--- src/rtl/vga_sram_arbiter_if.sv ---
// Bus bundle for vga_sram_arbiter: pixel read port, CPU write port,
// SRAM pins and the dropped-request statistic.
// slave  = the arbiter side, master = the side that drives requests and SRAM read data.
interface vga_sram_arbiter_if #(
    parameter int ADDR_W = 17
);
    // Pixel read port
    logic              pix_req;
    logic [ADDR_W-1:0] pix_addr;
    logic [7:0]        pix_data;
    logic              pix_valid;
    logic              pix_late;
    // CPU write port
    logic              wr_valid;
    logic              wr_ready;
    logic [ADDR_W-1:0] wr_addr;
    logic [7:0]        wr_data;
    // SRAM pins
    logic [ADDR_W-1:0] sram_a;
    logic [7:0]        sram_dq_out;
    logic              sram_dq_oe;
    logic [7:0]        sram_dq_in;
    logic              sram_n_we;
    // Statistics
    logic [15:0]       miss_cnt;

    modport slave (
        input  pix_req, pix_addr, wr_valid, wr_addr, wr_data, sram_dq_in,
        output pix_data, pix_valid, pix_late, wr_ready,
               sram_a, sram_dq_out, sram_dq_oe, sram_n_we, miss_cnt
    );

    modport master (
        output pix_req, pix_addr, wr_valid, wr_addr, wr_data, sram_dq_in,
        input  pix_data, pix_valid, pix_late, wr_ready,
               sram_a, sram_dq_out, sram_dq_oe, sram_n_we, miss_cnt
    );
endinterface

--- src/rtl/vga_sram_arbiter.sv ---
// vga_sram_arbiter: shares one asynchronous byte-wide SRAM between the video
// scan (pixel reads, highest priority) and a CPU write FIFO.
// Reads take one RD cycle; writes are a fixed SETUP/STROBE/HOLD sequence.
// A pixel request arriving during a write is parked in a one-deep pending
// register and served right after WR_HOLD (flagged with pix_late).
// Optional feature macro: VGA_ARB_STATS_EN enables the saturating miss_cnt.
module vga_sram_arbiter #(
    parameter int FIFO_DEPTH = 4,
    parameter int ADDR_W     = 17
) (
    input logic               clk,
    input logic               reset_n,
    vga_sram_arbiter_if.slave bus
);
    localparam int PTR_W = $clog2(FIFO_DEPTH);
    localparam logic [PTR_W:0] DEPTH_LVL = FIFO_DEPTH[PTR_W:0];

    localparam logic [2:0] IDLE      = 3'd0;
    localparam logic [2:0] RD        = 3'd1;
    localparam logic [2:0] WR_SETUP  = 3'd2;
    localparam logic [2:0] WR_STROBE = 3'd3;
    localparam logic [2:0] WR_HOLD   = 3'd4;

    logic [2:0]        state;
    logic [ADDR_W-1:0] fifo_addr [FIFO_DEPTH];
    logic [7:0]        fifo_data [FIFO_DEPTH];
    logic [PTR_W-1:0]  wr_ptr;
    logic [PTR_W-1:0]  rd_ptr;
    logic [PTR_W:0]    level;
    logic              push;
    logic              pop;
    logic              fifo_empty;
    logic              pend_valid;
    logic [ADDR_W-1:0] pend_addr;
    logic              rd_late;

    // Full test uses the registered level, so a pop in the same cycle never frees a slot early.
    assign bus.wr_ready = (level < DEPTH_LVL);
    assign push         = bus.wr_valid && bus.wr_ready;
    // The head leaves the FIFO on entry to WR_HOLD; address/data are already latched on the pins.
    assign pop          = (state == WR_STROBE);
    assign fifo_empty   = (level == '0);

    // FIFO storage: written on accepted offers.
    // NOTE: the storage array has no reset; validity is tracked by level/pointers, which are reset.
    always_ff @(posedge clk) begin
        if (push) begin
            fifo_addr[wr_ptr] <= bus.wr_addr;
            fifo_data[wr_ptr] <= bus.wr_data;
        end
    end

    // FIFO pointers and occupancy.
    always_ff @(posedge clk or negedge reset_n) begin
        if (!reset_n) begin
            wr_ptr <= '0;
            rd_ptr <= '0;
            level  <= '0;
        end else begin
            if (push) wr_ptr <= wr_ptr + 1'b1;
            if (pop)  rd_ptr <= rd_ptr + 1'b1;
            if (push && !pop)      level <= level + 1'b1;
            else if (!push && pop) level <= level - 1'b1;
        end
    end

    // Arbitration FSM; every SRAM pin and pixel output comes straight from a register here.
    // NOTE: all state uses non-blocking assignments so every branch sees pre-edge values.
    always_ff @(posedge clk or negedge reset_n) begin
        if (!reset_n) begin
            state           <= IDLE;
            bus.sram_a      <= '0;
            bus.sram_dq_out <= '0;
            bus.sram_dq_oe  <= 1'b0;
            bus.sram_n_we   <= 1'b1;
            bus.pix_data    <= '0;
            bus.pix_valid   <= 1'b0;
            bus.pix_late    <= 1'b0;
            pend_valid      <= 1'b0;
            pend_addr       <= '0;
            rd_late         <= 1'b0;
        end else begin
            bus.pix_valid <= 1'b0;
            bus.pix_late  <= 1'b0;
            if (state == RD) begin
                bus.pix_data  <= bus.sram_dq_in;
                bus.pix_valid <= 1'b1;
                bus.pix_late  <= rd_late;
            end

            case (state)
                IDLE, RD: begin
                    if (bus.pix_req) begin
                        state          <= RD;
                        bus.sram_a     <= bus.pix_addr;
                        bus.sram_dq_oe <= 1'b0;
                        bus.sram_n_we  <= 1'b1;
                        rd_late        <= 1'b0;
                    end else if (!fifo_empty) begin
                        state           <= WR_SETUP;
                        bus.sram_a      <= fifo_addr[rd_ptr];
                        bus.sram_dq_out <= fifo_data[rd_ptr];
                        bus.sram_dq_oe  <= 1'b1;
                        bus.sram_n_we   <= 1'b1;
                    end else begin
                        state          <= IDLE;
                        bus.sram_dq_oe <= 1'b0;
                        bus.sram_n_we  <= 1'b1;
                    end
                end
                WR_SETUP, WR_STROBE: begin
                    state         <= (state == WR_SETUP) ? WR_STROBE : WR_HOLD;
                    bus.sram_n_we <= (state == WR_SETUP) ? 1'b0 : 1'b1;
                    // Park one pixel request; a second one is dropped.
                    if (bus.pix_req && !pend_valid) begin
                        pend_valid <= 1'b1;
                        pend_addr  <= bus.pix_addr;
                    end
                end
                WR_HOLD: begin
                    if (pend_valid) begin
                        // Parked request goes ahead of any queued write; a new request this cycle is dropped.
                        state          <= RD;
                        bus.sram_a     <= pend_addr;
                        bus.sram_dq_oe <= 1'b0;
                        rd_late        <= 1'b1;
                        pend_valid     <= 1'b0;
                    end else if (bus.pix_req) begin
                        // Arrives with the write already finishing, so it sees normal latency.
                        state          <= RD;
                        bus.sram_a     <= bus.pix_addr;
                        bus.sram_dq_oe <= 1'b0;
                        rd_late        <= 1'b0;
                    end else begin
                        state          <= IDLE;
                        bus.sram_dq_oe <= 1'b0;
                    end
                    bus.sram_n_we <= 1'b1;
                end
                default: begin
                    state          <= IDLE;
                    bus.sram_dq_oe <= 1'b0;
                    bus.sram_n_we  <= 1'b1;
                end
            endcase
        end
    end

`ifdef VGA_ARB_STATS_EN
    logic        miss;
    logic [15:0] miss_cnt_q;

    assign miss = bus.pix_req && pend_valid &&
                  ((state == WR_SETUP) || (state == WR_STROBE) || (state == WR_HOLD));

    // Saturating count of pixel requests dropped because the pending slot was occupied.
    always_ff @(posedge clk or negedge reset_n) begin
        if (!reset_n)                           miss_cnt_q <= '0;
        else if (miss && miss_cnt_q != 16'hFFFF) miss_cnt_q <= miss_cnt_q + 16'd1;
    end

    assign bus.miss_cnt = miss_cnt_q;
`else
    assign bus.miss_cnt = '0;
`endif

endmodule

--- src/flat_wrapper.sv ---
// flat-port wrapper written by rule: the top's interface ports become plain ports
module vga_sram_arbiter_flat 
#(
    parameter int FIFO_DEPTH = 4,
    parameter int ADDR_W     = 17
)
  (clk, reset_n, bus_pix_req, bus_pix_addr, bus_wr_valid, bus_wr_addr, bus_wr_data, bus_sram_dq_in, bus_pix_data, bus_pix_valid, bus_pix_late, bus_wr_ready, bus_sram_a, bus_sram_dq_out, bus_sram_dq_oe, bus_sram_n_we, bus_miss_cnt);
  vga_sram_arbiter_if #(.ADDR_W(ADDR_W)) bus_i ();
  input logic clk;
  input logic reset_n;
  input wire logic [$bits(bus_i.pix_req)-1:0] bus_pix_req;
  input wire logic [$bits(bus_i.pix_addr)-1:0] bus_pix_addr;
  input wire logic [$bits(bus_i.wr_valid)-1:0] bus_wr_valid;
  input wire logic [$bits(bus_i.wr_addr)-1:0] bus_wr_addr;
  input wire logic [$bits(bus_i.wr_data)-1:0] bus_wr_data;
  input wire logic [$bits(bus_i.sram_dq_in)-1:0] bus_sram_dq_in;
  output wire logic [$bits(bus_i.pix_data)-1:0] bus_pix_data;
  output wire logic [$bits(bus_i.pix_valid)-1:0] bus_pix_valid;
  output wire logic [$bits(bus_i.pix_late)-1:0] bus_pix_late;
  output wire logic [$bits(bus_i.wr_ready)-1:0] bus_wr_ready;
  output wire logic [$bits(bus_i.sram_a)-1:0] bus_sram_a;
  output wire logic [$bits(bus_i.sram_dq_out)-1:0] bus_sram_dq_out;
  output wire logic [$bits(bus_i.sram_dq_oe)-1:0] bus_sram_dq_oe;
  output wire logic [$bits(bus_i.sram_n_we)-1:0] bus_sram_n_we;
  output wire logic [$bits(bus_i.miss_cnt)-1:0] bus_miss_cnt;
  assign bus_i.pix_req = bus_pix_req;
  assign bus_i.pix_addr = bus_pix_addr;
  assign bus_i.wr_valid = bus_wr_valid;
  assign bus_i.wr_addr = bus_wr_addr;
  assign bus_i.wr_data = bus_wr_data;
  assign bus_i.sram_dq_in = bus_sram_dq_in;
  assign bus_pix_data = bus_i.pix_data;
  assign bus_pix_valid = bus_i.pix_valid;
  assign bus_pix_late = bus_i.pix_late;
  assign bus_wr_ready = bus_i.wr_ready;
  assign bus_sram_a = bus_i.sram_a;
  assign bus_sram_dq_out = bus_i.sram_dq_out;
  assign bus_sram_dq_oe = bus_i.sram_dq_oe;
  assign bus_sram_n_we = bus_i.sram_n_we;
  assign bus_miss_cnt = bus_i.miss_cnt;
  vga_sram_arbiter #(.FIFO_DEPTH(FIFO_DEPTH), .ADDR_W(ADDR_W)) u_core (.clk(clk), .reset_n(reset_n), .bus(bus_i));
endmodule
--- config.mk ---
export PLATFORM = sky130hd
export DESIGN_NAME = vga_sram_arbiter_flat
export DESIGN_NICKNAME = d
export VERILOG_FILES = /design/src/rtl/vga_sram_arbiter_if.sv /design/src/rtl/vga_sram_arbiter.sv /design/src/flat_wrapper.sv
export SDC_FILE = /design/constraint.sdc
export NUM_CORES = 1
export LEC_CHECK = 0
export ABC_CLOCK_PERIOD_IN_PS = 2000
export CORE_MARGIN = 2
export CORE_UTILIZATION = 30
export DETAILED_ROUTE_END_ITERATION = 10
export PLACE_DENSITY = 0.58
export SYNTH_ARGS = -nofsm -noshare
export SYNTH_HDL_FRONTEND = slang
export SYNTH_SLANG_ARGS = --single-unit
export TNS_END_PERCENT = 50
--- constraint.sdc ---
create_clock -name clk -period 2 [get_ports clk]
set_input_delay 0.6 -clock clk [delete_from_list [all_inputs] [get_ports clk]]
set_output_delay 0.6 -clock clk [all_outputs]
set_load 0.02 [all_outputs]
==> results.sh <==
export IMPL_status="finished, final reports clean"
export IMPL_fin_ws_ns=0.05541
export IMPL_dpl_hpwl_um=10140
export IMPL_syn_avg_cell_area_um2=16.17
export IMPL_synth_edff_count=100
export IMPL_synth_most_common_cell="edfxtp_1"
export IMPL_syn_to_final_growth_pct=29.44
export IMPL_syn_area_um2=6919
export IMPL_crit_path_end_kind="output port"
export IMPL_synth_largest_area_cell="edfxtp_1"
export IMPL_critPathMaxStageDelay_ns=0.60
export IMPL_grt_usage=0.1283
export IMPL_maxSlewViolCount=0
export IMPL_pre_cts_ws_ns=-0.5494
export IMPL_first_iter_violations=267
export IMPL_fmax_mhz=514.2
export IMPL_die_w_um=155.9
export IMPL_cts_hold_buf=0
export IMPL_yosysUniqueCellTypes=43
export IMPL_synthFlopType="edfxtp_1"
export IMPL_drt_wl_total_um=15070
export IMPL_core_rowCount=55
export IMPL_htreeDepth=4
export IMPL_initial_utilization=0.3056
export IMPL_nets=604
export IMPL_grt_pass1_wl_um=23650
export IMPL_p_leak_nw=3.461
export IMPL_clockBufferDepth=2
export IMPL_synth_top_area_share=0.4340
export IMPL_tns_ns=0
export IMPL_setup_viol=0
export IMPL_wire_per_inst_um=17.87
export IMPL_vdd_drop_max_v=0.0005220
export IMPL_vias=4001
export IMPL_slowest_stage="clkdlybuf4s50_1"
export IMPL_period_minus_slack_ns=1.945
export IMPL_grt_overflow_total=0
export IMPL_core_area_um2=22640
export IMPL_powerDensity_nw_per_um2=1499
export IMPL_crit_buf_inv=1
export IMPL_postSynth_asyncResetShare=0.3976
export IMPL_finalHoldViolations=0
export IMPL_ys_warnings_count=0
export IMPL_yosys_top_cells_area="edfxtp_1 43%, dfrtp_1 24%, mux2_2 6.8%"
export IMPL_power_w=0.01343
export IMPL_io_pins=108
export IMPL_grt_pass1_vias=4309
export IMPL_rsz0062_at_grt="yes"
export IMPL_dr_pass1_iters=5
export IMPL_gp_congestion=0.8091
export IMPL_clock_latency_ns=0.42
export IMPL_synth_common_cells="100 x edfxtp_1, 65 x dfrtp_1, 42 x mux2_2, 17 x a211oi_1, 17 x mux4_2"
export IMPL_crit_family="buffers and inverters"
export IMPL_period_share=0.9723
export IMPL_antenna_found_initial=1
export IMPL_synth_cells=428
export IMPL_vias_per_cell=4.746
export IMPL_start_kind="flip-flop"
export IMPL_cts_tree="yes"
export IMPL_die_h_um=155.9
export IMPL_clock_skew_ns=0.008624
export IMPL_worstPathCellList="clkdlybuf4s50_1"
export IMPL_n_fill_cell=2077
export IMPL_cp_max_fo=1
export IMPL_hold_class="in2async"
export IMPL_worstSetupPathType="reg2out"
export IMPL_cp_required_ns=1.40
export IMPL_clk_pin_slew_worst_paths_ns=0.06
export IMPL_ant_nets=0
export IMPL_numPortBuffers=91
export IMPL_ys_seq_elements=166
export IMPL_maxCapViolCount=0
export IMPL_drc_errors=0
export IMPL_clock_sinks=166
export IMPL_cp_arrival_ns=1.34
export IMPL_multi_input_area_um2=2102
export IMPL_drive_above_1_share=0.2460
export IMPL_cts_setup_buffers=0
export IMPL_grt_start_max_net_pins=56
export IMPL_seq_area_um2=4656
export IMPL_die_area_um2=24290
export IMPL_root_buffer="clkbuf_16"
export IMPL_cts_buffers=17
export IMPL_synth_seq_area_share=0.6729
[cell usage in the layout (no fill, tap or decap), drive strengths merged, types with 5 or more instances in the layout]
cell	n
edfxtp	100
dfrtp	65
clkdlybuf4s50	54
mux2	42
buf	33
dlygate4sd2	27
clkbuf	18
mux4	17
a211oi	17
nand2	16
mux2i	16
conb	16
inv	14
nor2	13
a21oi	11
nor2b	11
nor3	9
dlymetal6s2s	9
a2111oi	9
o22ai	8
a211o	8
and2	5
xnor2	5
ha	5
[layout make-up]
class	instances	area share
flip-flops and latches	166	0.5198
inverters	6	0.002515
clock inverters	14	0.01565
clock buffers	18	0.04792
multi-input cells	230	0.2347
well taps	285	0.03982
diodes	1	0.0002794
repair buffers	123	0.1393
[registers in the layout, indices dropped and copies added, names as in the netlist, 2 cells and up]
signal,flops
u_core.fifo_addr,68
u_core.fifo_data,32
u_core.bus.sram_a,17
u_core.pend_addr,17
u_core.bus.pix_data,8
u_core.bus.sram_dq_out,8
u_core.level,3
u_core.state,3
u_core.rd_ptr,2
u_core.wr_ptr,2
[logic make-up (layout without fill, tap and decap cells)]
family	after synthesis	count (layout)	share of synthesized area
AO/OA/AOI/OAI	61	62	0.07034
XOR/XNOR	6	6	0.007595
adder cells (fa/ha/maj)	6	6	0.01194
buffers and inverters	48	161	0.04087
flip-flops	166	166	0.6729
multiplexers	75	75	0.1468
other	1	17	0.0005420
AND/OR/NAND/NOR	65	65	0.04901
[path summary, 6_finish.rpt]
path | start | to | slack, ns | cells past startpoint
worst max-delay path | u_core.bus.pix_late | bus_pix_late | 0.06 | 1
worst min-delay path | reset_n | u_core.pend_addr[10] | 0.07 | 1
worst max register to register | u_core.state[2] | u_core.level[1] | 0.15 | 6
worst min register to register | u_core.bus.sram_dq_oe | u_core.bus.sram_dq_oe | 0.50 | 2
max in group asynchronous | reset_n | u_core.bus.sram_n_we | 1.27 | 2
min in group clk | u_core.bus.sram_dq_oe | u_core.bus.sram_dq_oe | 0.50 | 2
[routing by layer]
| layer | GRT usage | up-vias | share of wire |
|---|---|---|---|
| met5 | 0 | - | 0 |
| li1 | - | 1837 | - |
| met3 | 0.03667 | 16 | 0.053 |
| met1 | 0.1592 | 2047 | 0.43 |
| met4 | 0.05068 | 0 | 0.019 |
| met2 | 0.2124 | 101 | 0.50 |
[power by group]
| group | switching (W) | internal (W) |
|---|---|---|
| Sequential | 0.000524 | 0.00464 |
| Clock | 0.00138 | 0.00175 |
| Combinational | 0.00267 | 0.00246 |
[timing repair]
item / in CTS / in global routing
setup endpoints to repair: 44 / 16
cloned: 0 / 1
pin swaps: 0 / 1
resized for setup: 30 / 15
[metrics by stage]
stage / area, um^2 / hold slack (ns) / cells / utilization
CTS: 8902 / 0.05368 / 841 / 0.3932
detailed placement: 8335 / 0.4899 / 809 / 0.3682
finish: 8956 / 0.06767 / 843 / 0.3956
global placement: 8335 / 0.4849 / 809 / 0.3682
floorplan: 6977 / 0.3044 / 443 / -
global route: 8954 / 0.06943 / 842 / 0.3955
(Power assumes the default switching activity.)
